### src/rtl/booth_sequencer.sv
`default_nettype none
// ============================================================================
// Module   : booth_sequencer
// Purpose  : Sequential radix-2 Booth multiplier controller. It performs one
//            Booth step per CALC cycle using an external combinational
//            adder-subtractor. It produces a signed 2*WIDTH-bit product after
//            WIDTH iterations.
// Ports    : clk          - rising-edge clock
//            rst_n        - synchronous active-low reset
//            start        - begin a multiply (sampled only in IDLE)
//            multiplicand - signed M, captured on accepted start
//            multiplier   - signed Q, captured on accepted start
//            add_a        - adder operand, always the accumulator A
//            add_b        - adder operand: M, ~M or 0
//            add_cin      - adder carry-in, 1 for subtract
//            add_sum      - sum returned by the external adder
//            busy         - high during the WIDTH iteration cycles
//            done         - one-cycle pulse when the product is valid
//            err          - multiplicand was the most negative value
//            product      - registered signed product {A,Q}
// Revision : 1.0 - initial release
// ============================================================================
module booth_sequencer #(
    parameter int WIDTH = 64
) (
    input  logic               clk,
    input  logic               rst_n,
    input  logic               start,
    input  logic [WIDTH-1:0]   multiplicand,
    input  logic [WIDTH-1:0]   multiplier,
    output logic [WIDTH-1:0]   add_a,
    output logic [WIDTH-1:0]   add_b,
    output logic               add_cin,
    input  logic [WIDTH-1:0]   add_sum,
    output logic               busy,
    output logic               done,
    output logic               err,
    output logic [2*WIDTH-1:0] product
);

    localparam int CW = $clog2(WIDTH);

    localparam logic [1:0] c_IDLE = 2'd0;
    localparam logic [1:0] c_CALC = 2'd1;
    localparam logic [1:0] c_DONE = 2'd2;

    localparam logic [CW-1:0]    c_LAST    = CW'(WIDTH - 1);
    localparam logic [WIDTH-1:0] c_MIN_NEG = {1'b1, {(WIDTH-1){1'b0}}};

    logic [1:0]         r_state;
    logic [1:0]         w_state_nxt;
    logic [WIDTH-1:0]   r_a;
    logic [WIDTH-1:0]   r_m;
    logic [WIDTH-1:0]   r_q;
    logic               r_qm1;
    logic [CW-1:0]      r_count;
    logic               r_err;
    logic [2*WIDTH-1:0] r_product;
    logic [WIDTH-1:0]   w_add_b;
    logic               w_add_cin;
    logic               w_busy;
    logic               w_done;

    // ------------------------------------------------------------------
    // State register
    // ------------------------------------------------------------------
    always_ff @(posedge clk) begin
        if (!rst_n) begin
            r_state <= c_IDLE;
        end else begin
            r_state <= w_state_nxt;
        end
    end

    // ------------------------------------------------------------------
    // Next-state and Booth decision
    // ------------------------------------------------------------------
    always_comb begin
        w_state_nxt = r_state;
        w_add_b     = '0;
        w_add_cin   = 1'b0;
        w_busy      = 1'b0;
        w_done      = 1'b0;
        case (r_state)
            c_IDLE: begin
                if (start) begin
                    w_state_nxt = c_CALC;
                end
            end
            c_CALC: begin
                w_busy = 1'b1;
                // Subtraction is ~M with carry-in 1; the adder carry-out is
                // dropped, so A stays modulo 2^WIDTH.
                case ({r_q[0], r_qm1})
                    2'b01: w_add_b = r_m;
                    2'b10: begin
                        w_add_b   = ~r_m;
                        w_add_cin = 1'b1;
                    end
                    default: w_add_b = '0;
                endcase
                if (r_count == c_LAST) begin
                    w_state_nxt = c_DONE;
                end
            end
            c_DONE: begin
                w_done      = 1'b1;
                w_state_nxt = c_IDLE;
            end
            default: w_state_nxt = c_IDLE;
        endcase
    end

    // ------------------------------------------------------------------
    // Datapath: operand capture, Booth shift, product latch
    // ------------------------------------------------------------------
    always_ff @(posedge clk) begin
        if (!rst_n) begin
            r_a       <= '0;
            r_m       <= '0;
            r_q       <= '0;
            r_qm1     <= 1'b0;
            r_count   <= '0;
            r_err     <= 1'b0;
            r_product <= '0;
        end else begin
            case (r_state)
                c_IDLE: begin
                    if (start) begin
                        r_a       <= '0;
                        r_m       <= multiplicand;
                        r_q       <= multiplier;
                        r_qm1     <= 1'b0;
                        r_count   <= '0;
                        r_err     <= (multiplicand == c_MIN_NEG);
                        r_product <= '0;
                    end
                end
                c_CALC: begin
                    // Arithmetic shift right of {sum, Q, q_m1}.
                    r_a     <= {add_sum[WIDTH-1], add_sum[WIDTH-1:1]};
                    r_q     <= {add_sum[0], r_q[WIDTH-1:1]};
                    r_qm1   <= r_q[0];
                    r_count <= r_count + 1'b1;
                    // The last step writes the shifted result straight into
                    // the product register so it is valid during DONE.
                    if (r_count == c_LAST) begin
                        r_product <= {add_sum[WIDTH-1], add_sum, r_q[WIDTH-1:1]};
                    end
                end
                default: ;
            endcase
        end
    end

    assign add_a   = r_a;
    assign add_b   = w_add_b;
    assign add_cin = w_add_cin;
    assign busy    = w_busy;
    assign done    = w_done;
    assign err     = r_err;
    assign product = r_product;

endmodule
`default_nettype wire

### config.mk
export PLATFORM = sky130hd
export DESIGN_NAME = booth_sequencer
export DESIGN_NICKNAME = d
export VERILOG_FILES = /design/src/rtl/booth_sequencer.sv
export SDC_FILE = /design/constraint.sdc
export NUM_CORES = 1
export LEC_CHECK = 0
export ABC_AREA = 1
export CAP_MARGIN = 30
export CORE_UTILIZATION = 35
export DETAILED_ROUTE_END_ITERATION = 7
export PLACE_DENSITY_LB_ADDON = 0.25
export SLEW_MARGIN = 20
export SYNTH_ARGS = -nofsm -noshare
export SYNTH_HDL_FRONTEND = slang
export SYNTH_SLANG_ARGS = --single-unit
### constraint.sdc
create_clock -name clk -period 1.5 [get_ports clk]
set_input_delay 0.15 -clock clk [delete_from_list [all_inputs] [get_ports clk]]
set_output_delay 0.15 -clock clk [all_outputs]
set_load 0.03 [all_outputs]
==> reports/results.tsv, run 1 <==
stage	metric	value	unit
timing	Worst Hold Slack	0.0908	ns
critical_path	CP cell instances	inv_2 > nor2_4 > buf_12 > buf_12 > buf_16 > o21ai_2 > a21oi_2 > buf_6	
yosys	syn_nets	1948	
yosys	Synth Area in Compound Gates	18.5	%
clocking	Bufs on Longest Clock Path	3	
yosys	Synth area leaders	dfxtp_1 (50%), nand2_1 (12%), a21oi_1 (10%)	
yosys	commonest cells in the netlist	nand2_1 (403), dfxtp_1 (328), a21oi_1 (262)	
finish	Finished Layout Cells	2791	
placed_design	HPWL after DPL	31600	um
timing	Final WS setup	-0.464	ns
finish	design area	24700	um2
critical_path	R2R Setup Slk	-0.31	ns
floorplanning	Die W	196	um
yosys	Yosys cell types	28	
yosys	adder-cell area share of the yosys netlist	0.0954	%
finish	multi-input logic area	8020	um2
finish	FF/Latch Area	6580	um2
yosys	largest family of logic cells by synthesized area	simple AND/OR/NAND/NOR gates	
yosys	syn avg cell area	7.49	um2
hold_path	Hold Crit Depth	3	
hold_path	type of the tightest min-delay check	input port to register	
floorplanning	core area	36800	um2
critical_path	CP delay by family, top	buffers and inverters	
timing	unrepaired setup endpoints after global routing	true	
timing	Final min period	1.96	ns
floorplanning	row cnt	70	
route	first-iteration detailed-routing DRC count	1224	
critical_path	Bufs and invs on worst path	5	
finish	fill cell count	2822	
yosys	Synth Register Bits	328	
hold_path	hold path start	rst_n	
pwr	leakage	10.1	nW
route	WL met3	5630	um
critical_path	Worst EP required	1.35	ns
yosys	share of the synthesized area in the top cell type	50.1	%
critical_path	R2R Path Start	r_state[1]	
route	topmost layer with routed signal wires	met5	
global_routing	first-pass GRT wire length	87800	um
placed_design	placed cells	2568	
yosys	EDFF count, synth	0	
clocking	TritonCTS clock tree	yes	
critical_path	crit-path max FO	5	
yosys	mux share of post-synthesis cell area	0	%
yosys	most numerous cell in the Yosys netlist	nand2_1	
timing	Slew @ Worst Pin	0.422	ns
timing	Slew HR	72.0	%
critical_path	worst path arrival time	1.81	ns
route	wl on met1	24700	um
finish	Final #Nets	2488	
finish	Area Overhead vs Synth	88.0	%
global_routing	vias in the first global route	14912	
placed_design	number of port buffers	454	
route	DRT antenna net count	0	
clocking	Hold Buf Count CTS	0	
clocking	CTS root buf	clkbuf_16	
critical_path	Reg-to-Reg End	r_count[5]	
flow_run	max-cap viol count	0	
floorplanning	Die ar.	38300	um2
clocking	CTS H-Tree Depth	2	
pwr	worst vdd ir	0.000845	V
clocking	Num CTS Buffers	38	
critical_path	CP most frequent cell	buf_12	
timing	Final Hold Vio Count	0	
critical_path	CP max-delay cell	dfxtp_2	
clocking	CTS sink count	328	
route	first-pass iteration count of the detailed router	5	
yosys	Post-Synth Simple-Gate Area	25.6	%
yosys	Synth Cell Area	13100	um2
route	routed wl met2	30800	um
timing	final setup vio count	352	
outcome	outcome	finished with violations	
hold_path	Hold Path Sink	product[1]	
pwr	total power	25.4	mW
global_routing	antenna violations before repair	9	
timing	final worst clock skew	0.0283	ns
global_routing	GRT overflow	0	
critical_path	FF-to-FF path depth	14	
critical_path	critical path launch point type	register	
route	routed length per instance	23.2	um
floorplanning	Starting Density	35.7	%
yosys	Top FF cell, synth	dfxtp_1	
critical_path	crit path kind	register to output port	
floorplanning	Die Y	196	um
clocking	insertion delay to the later sink of the worst-skew pair	0.54	ns
yosys	Post-Synth XOR/XNOR Area	0	%
critical_path	Setup crit end kind	output port	
timing	fin. max-slew vios	0	
timing	crit share post-route	131	%
finish	share of cells above drive strength 1	35.0	%
yosys	Syn Inst Count	1752	
route	vias	16034	
placed_design	Area after DPL	18500	um2
route	DRC violations left	0	
route	Vias/cell	5.74	
global_routing	Total GRT Usage	29.5	%
placed_design	routability cong.	0.832	
floorplanning	IO Pins	455	
global_routing	largest net degree at the start of global routing	74	
yosys	Yosys top cell by area	dfxtp_1	
timing	Max Freq	509	MHz
yosys	FFs w/ async S/R, synth	0	%
route	DRT Wirelength	64800	um
yosys	Ys Warns	0	
outcome	failing checks	setup timing	
clocking	clock-pin slew on the worst setup and hold paths	0.06	ns
yosys	register area share after synthesis	50.1	%
placed_design	setup slack at placement	-0.159	ns
critical_path	CP peak stage delay	0.34	ns
pwr	Power Density	1030	nW/um2
-- registers in the layout (all words and copies together), names as in the netlist --
register and flops:
r_qm1 1, r_q 64, err 1, product 127, r_m 64, add_a 63
r_count 6, r_state 2
-- placed cells by master (no fill, tap or decap), types with 68 or more instances in the layout --
cell / count
a21oi_2: 205
buf_12: 74
buf_6: 93
clkdlybuf4s50_1: 193
dfxtp_1: 322
dlygate4sd2_1: 151
nand2_1: 228
nand2_4: 120
nand3_1: 68
nand4_1: 128
nor2_1: 162
o21ai_0: 71
-- timing repair --
action,4_1_cts,5_1_grt
pin swaps,110,111
gates cloned,59,25
endpoints found under the setup margin,395,391
buffers inserted,60,39
resized for setup,575,502
-- kinds of logic after synthesis --
group                    after synthesis
adder cells (fa/ha/maj)                1
AO/OA/AOI/OAI                        466
AND/OR/NAND/NOR                      776
buffers and inverters                181
flip-flops                           328
-- worst min-delay path: stages --
cell	delay, ns
buf_2	0.17
inv_8	0.14
a21oi_2	0.12
-- report_power, final --
group | total, mW | switching [mW] | internal, mW | leakage [nW]
clock network | 9.28 | 3.82 | 5.46 | 0.602
logic | 6.65 | 3.59 | 3.06 | 6.80
registers | 9.53 | 0.396 | 9.13 | 2.67
total | 25.4 | 7.80 | 17.6 | 10.1
-- cell type report --
class / instances / area share [%]
Antenna cell: 6 / 0.0609
Sequential cell: 328 / 26.7
Multi-Input combinational cell: 1245 / 32.5
Clock buffer: 55 / 4.48
Clock inverter: 10 / 0.492
Inverter: 15 / 0.391
Tap cell: 468 / 2.37
Timing Repair Buffer: 664 / 33.0
-- worst max path at each step --
| stage | startpoint | endpoint | cells past startpoint |
|---|---|---|---|
| after floorplan | r_count[1] | product[126] | 10 |
| after global placement | start | add_a[28] | 8 |
| after detailed placement | start | add_a[37] | 8 |
| after CTS | r_q[0] | add_b[32] | 8 |
| after global routing | r_q[0] | add_b[39] | 8 |
| final | r_q[0] | add_b[39] | 8 |
-- metrics by stage --
step	setup TNS, ns	utilization, %
2_1_floorplan	-3.18	-
3_3_place_gp	-15.98	50.4
3_5_place_dp	-20.03	50.4
4_1_cts	-49.25	62.2
5_1_grt	-99.14	67.0
6_report	-77.95	67.0
-- routing by layer --
layer	GRT usage [%]	vias up
li1	-	7161
met5	0	-
met2	48.3	920
met3	6.96	222
met4	16.5	6
met1	35.6	7725
Power figures use the tool's default switching activity.
==> run 2: changes to the inputs <==
GPL_ROUTABILITY_DRIVEN = 1   (was unset)
==> results of run 2 <==
Final layout, timing and power as in run 1 (identical DEF).
==> run 3: changes to the inputs <==
CORE_UTILIZATION = 41   (was 35)
==> run 3 against run 2 <==
Net effect: the flow still finishes with violations (setup timing); critical path depth fell by 2; register-to-register slack got worse by 0.14 ns; largest cell class unchanged; via count rose by 0.47%; die area fell by 14%; clock skew fell by 0.0092 ns; combinational power barely moved; total power rose by 0.37%; maximum frequency fell by 0.75%; highest routed layer is now met4.
==> reports/results.tsv, run 3 (synthesis results as in run 1) <==
stage	metric	value	unit	change
outcome	outcome	finished with violations		
outcome	failing checks	setup timing		
critical_path	FF-to-FF path depth	13		-1
timing	final setup vio count	437		+24%
finish	Area Overhead vs Synth	86.3	%	
finish	most frequent cells in the layout	dfxtp_1 (322), nand2_1 (254), a21oi_2 (196)		
placed_design	HPWL after DPL	30900	um	-2.3%
timing	Max Freq	505	MHz	-0.75%
clocking	CTS sink count	328		unchanged
critical_path	source of the critical timing path	r_qm1		
clocking	CTS H-Tree Depth	2		unchanged
critical_path	R2R Path Start	r_state[0]		
route	first-iteration detailed-routing DRC count	1308		+6.9%
route	vias	16110		+0.47%
global_routing	antenna violations before repair	2		-7
timing	final worst clock skew	0.0191	ns	-0.00921 ns
critical_path	Setup crit end kind	output port		
timing	Worst Hold Slack	0.150	ns	+0.0592 ns
timing	fin. max-slew vios	0		unchanged
hold_path	hold path start	rst_n		
timing	Final min period	1.98	ns	+0.0148 ns
floorplanning	core area	31600	um2	-14%
pwr	leakage	10.2	nW	+0.96%
critical_path	critical path launch point type	register		
finish	commonest non-fill, non-tap cell in the layout	dfxtp_1		
critical_path	R2R Setup Slk	-0.45	ns	-0.14 ns
critical_path	Worst EP required	1.35	ns	about the same
floorplanning	row cnt	65		-7.1%
floorplanning	Starting Density	41.6	%	+5.9 points
finish	utilization after layout	77.4	%	+10 points
clocking	insertion delay to the later sink of the worst-skew pair	0.52	ns	-0.02 ns
pwr	total power	25.5	mW	+0.37%
critical_path	crit-path max FO	9		+4
floorplanning	Die Y	181	um	-7.5%
route	routed length per instance	22.3	um	-3.8%
pwr	Power Density	1050	nW/um2	+1.3%
critical_path	Reg-to-Reg End	add_a[55]		
floorplanning	IO Pins	455		unchanged
finish	share of cells above drive strength 1	32.6	%	-2.4 points
timing	Slew HR	67.5	%	-4.5 points
timing	Slew @ Worst Pin	0.490	ns	+0.0674 ns
hold_path	Hold Crit Depth	3		unchanged
critical_path	crit path kind	register to output port		
finish	Largest register FFs	127		unchanged
global_routing	vias in the first global route	14177		-4.9%
pwr	Int Pwr	17.9	mW	+1.4%
clocking	CTS root buf	clkbuf_16		
route	Vias/cell	5.92		+3.0%
timing	Final WS setup	-0.479	ns	-0.0148 ns
route	DRT Wirelength	60800	um	-6.2%
timing	setup TNS	-102.61	ns	-24.66 ns
global_routing	first-pass GRT wire length	78700	um	-10%
timing	unrepaired setup endpoints after global routing	true		
finish	Final #Nets	2487		-0.040%
hold_path	type of the tightest min-delay check	input port to register		
route	first-pass iteration count of the detailed router	8		+3
global_routing	GRT overflow	0		unchanged
pwr	Comb power frac	26.1	%	about the same
placed_design	setup slack at placement	-0.0606	ns	+0.0985 ns
pwr	clock share of power	36.7	%	+0.2 points
timing	crit share post-route	132	%	+0.99 points
placed_design	routability cong.	0.852		+2.4%
global_routing	largest net degree at the start of global routing	74		unchanged
hold_path	Hold Path Sink	product[1]		
clocking	Num CTS Buffers	37		-2.6%
clocking	Bufs on Longest Clock Path	3		unchanged
critical_path	worst path arrival time	1.83	ns	+0.02 ns
global_routing	Total GRT Usage	30.0	%	+0.49 points
pwr	Sw Pwr	7.64	mW	-2.0%
clocking	clock-pin slew on the worst setup and hold paths	0.06	ns	about the same
timing	Final Hold Vio Count	0		unchanged
route	DRT antenna net count	0		unchanged
route	DRC violations left	0		unchanged
pwr	Sequential Power Share	37.2	%	-0.2 points
placed_design	number of port buffers	454		unchanged
clocking	TritonCTS clock tree	yes		
floorplanning	Die W	181	um	-7.5%
pwr	Sw Ratio	29.9	%	-0.72 points
floorplanning	Die ar.	32700	um2	-14%
flow_run	max-cap viol count	0		unchanged
pwr	worst vdd ir	0.000649	V	-23%
-- run 3: through the flow --
| stage | cells | instance area [um2] |
|---|---|---|
| after global placement | 2520 | 18700 |
| after CTS | 2651 | 21800 |
| final | 2722 | 24400 |
| after floorplan | 1752 | 13400 |
| after global routing | 2722 | 24400 |
| after detailed placement | 2520 | 18700 |
-- run 3: area by class of cell --
class                   instances  area (um2)
flip-flops and latches        328        6580
inverters                      15        93.8
repair buffers                663        8020
well taps                     402         503
clock inverters                14         159
fillers                      1959        7130
clock buffers                  52        1090
multi-input cells            1246        7970
diodes                          2        5.00
-- run 3: repair_timing --
item | in CTS | in global routing
hold buffers | 0 | 0
buffers inserted | 32 | 50
pin swaps | 24 | 74
gates cloned | 34 | 33
resized for setup | 492 | 434
endpoints found under the setup margin | 343 | 413
-- run 3: how the worst max path moves through the flow --
stage	to	cells past startpoint	slack [ns]
5_1_grt	add_b[1]	6	-0.53
3_5_place_dp	r_m[18]	7	-0.06
3_3_place_gp	r_q[61]	8	-0.04
2_1_floorplan	product[126]	10	-0.07
6_report	add_b[1]	6	-0.48
4_1_cts	add_b[48]	8	-0.42
-- run 3: critical path: stages, from the launching register on --
cell and delay (ns):
dfxtp_4 0.38, nor2_4 0.18, buf_6 0.15, buf_12 0.13
o21ai_0 0.12, a21oi_2 0.20, buf_6 0.16
-- run 3: power groups by stage --
stage | Combinational, mW | Clock [mW] | Sequential [mW]
finish | 6.66 | 9.37 | 9.51
global placement | 3.87 | 0 | 9.60
global route | 6.89 | 9.82 | 9.55
detailed placement | 3.90 | 0 | 9.62
floorplan | 1.88 | 0 | 9.75
CTS | 5.17 | 9.38 | 9.44
-- run 3: per-layer routing --
layer  part of all wire [%]  up-vias  track usage (%)
met5                      0        -                0
met4                    5.5        0             13.3
met3                    9.0      250             5.83
met2                     48     1025             50.8
met1                     37     7664             36.9
li1                       -     7171                -
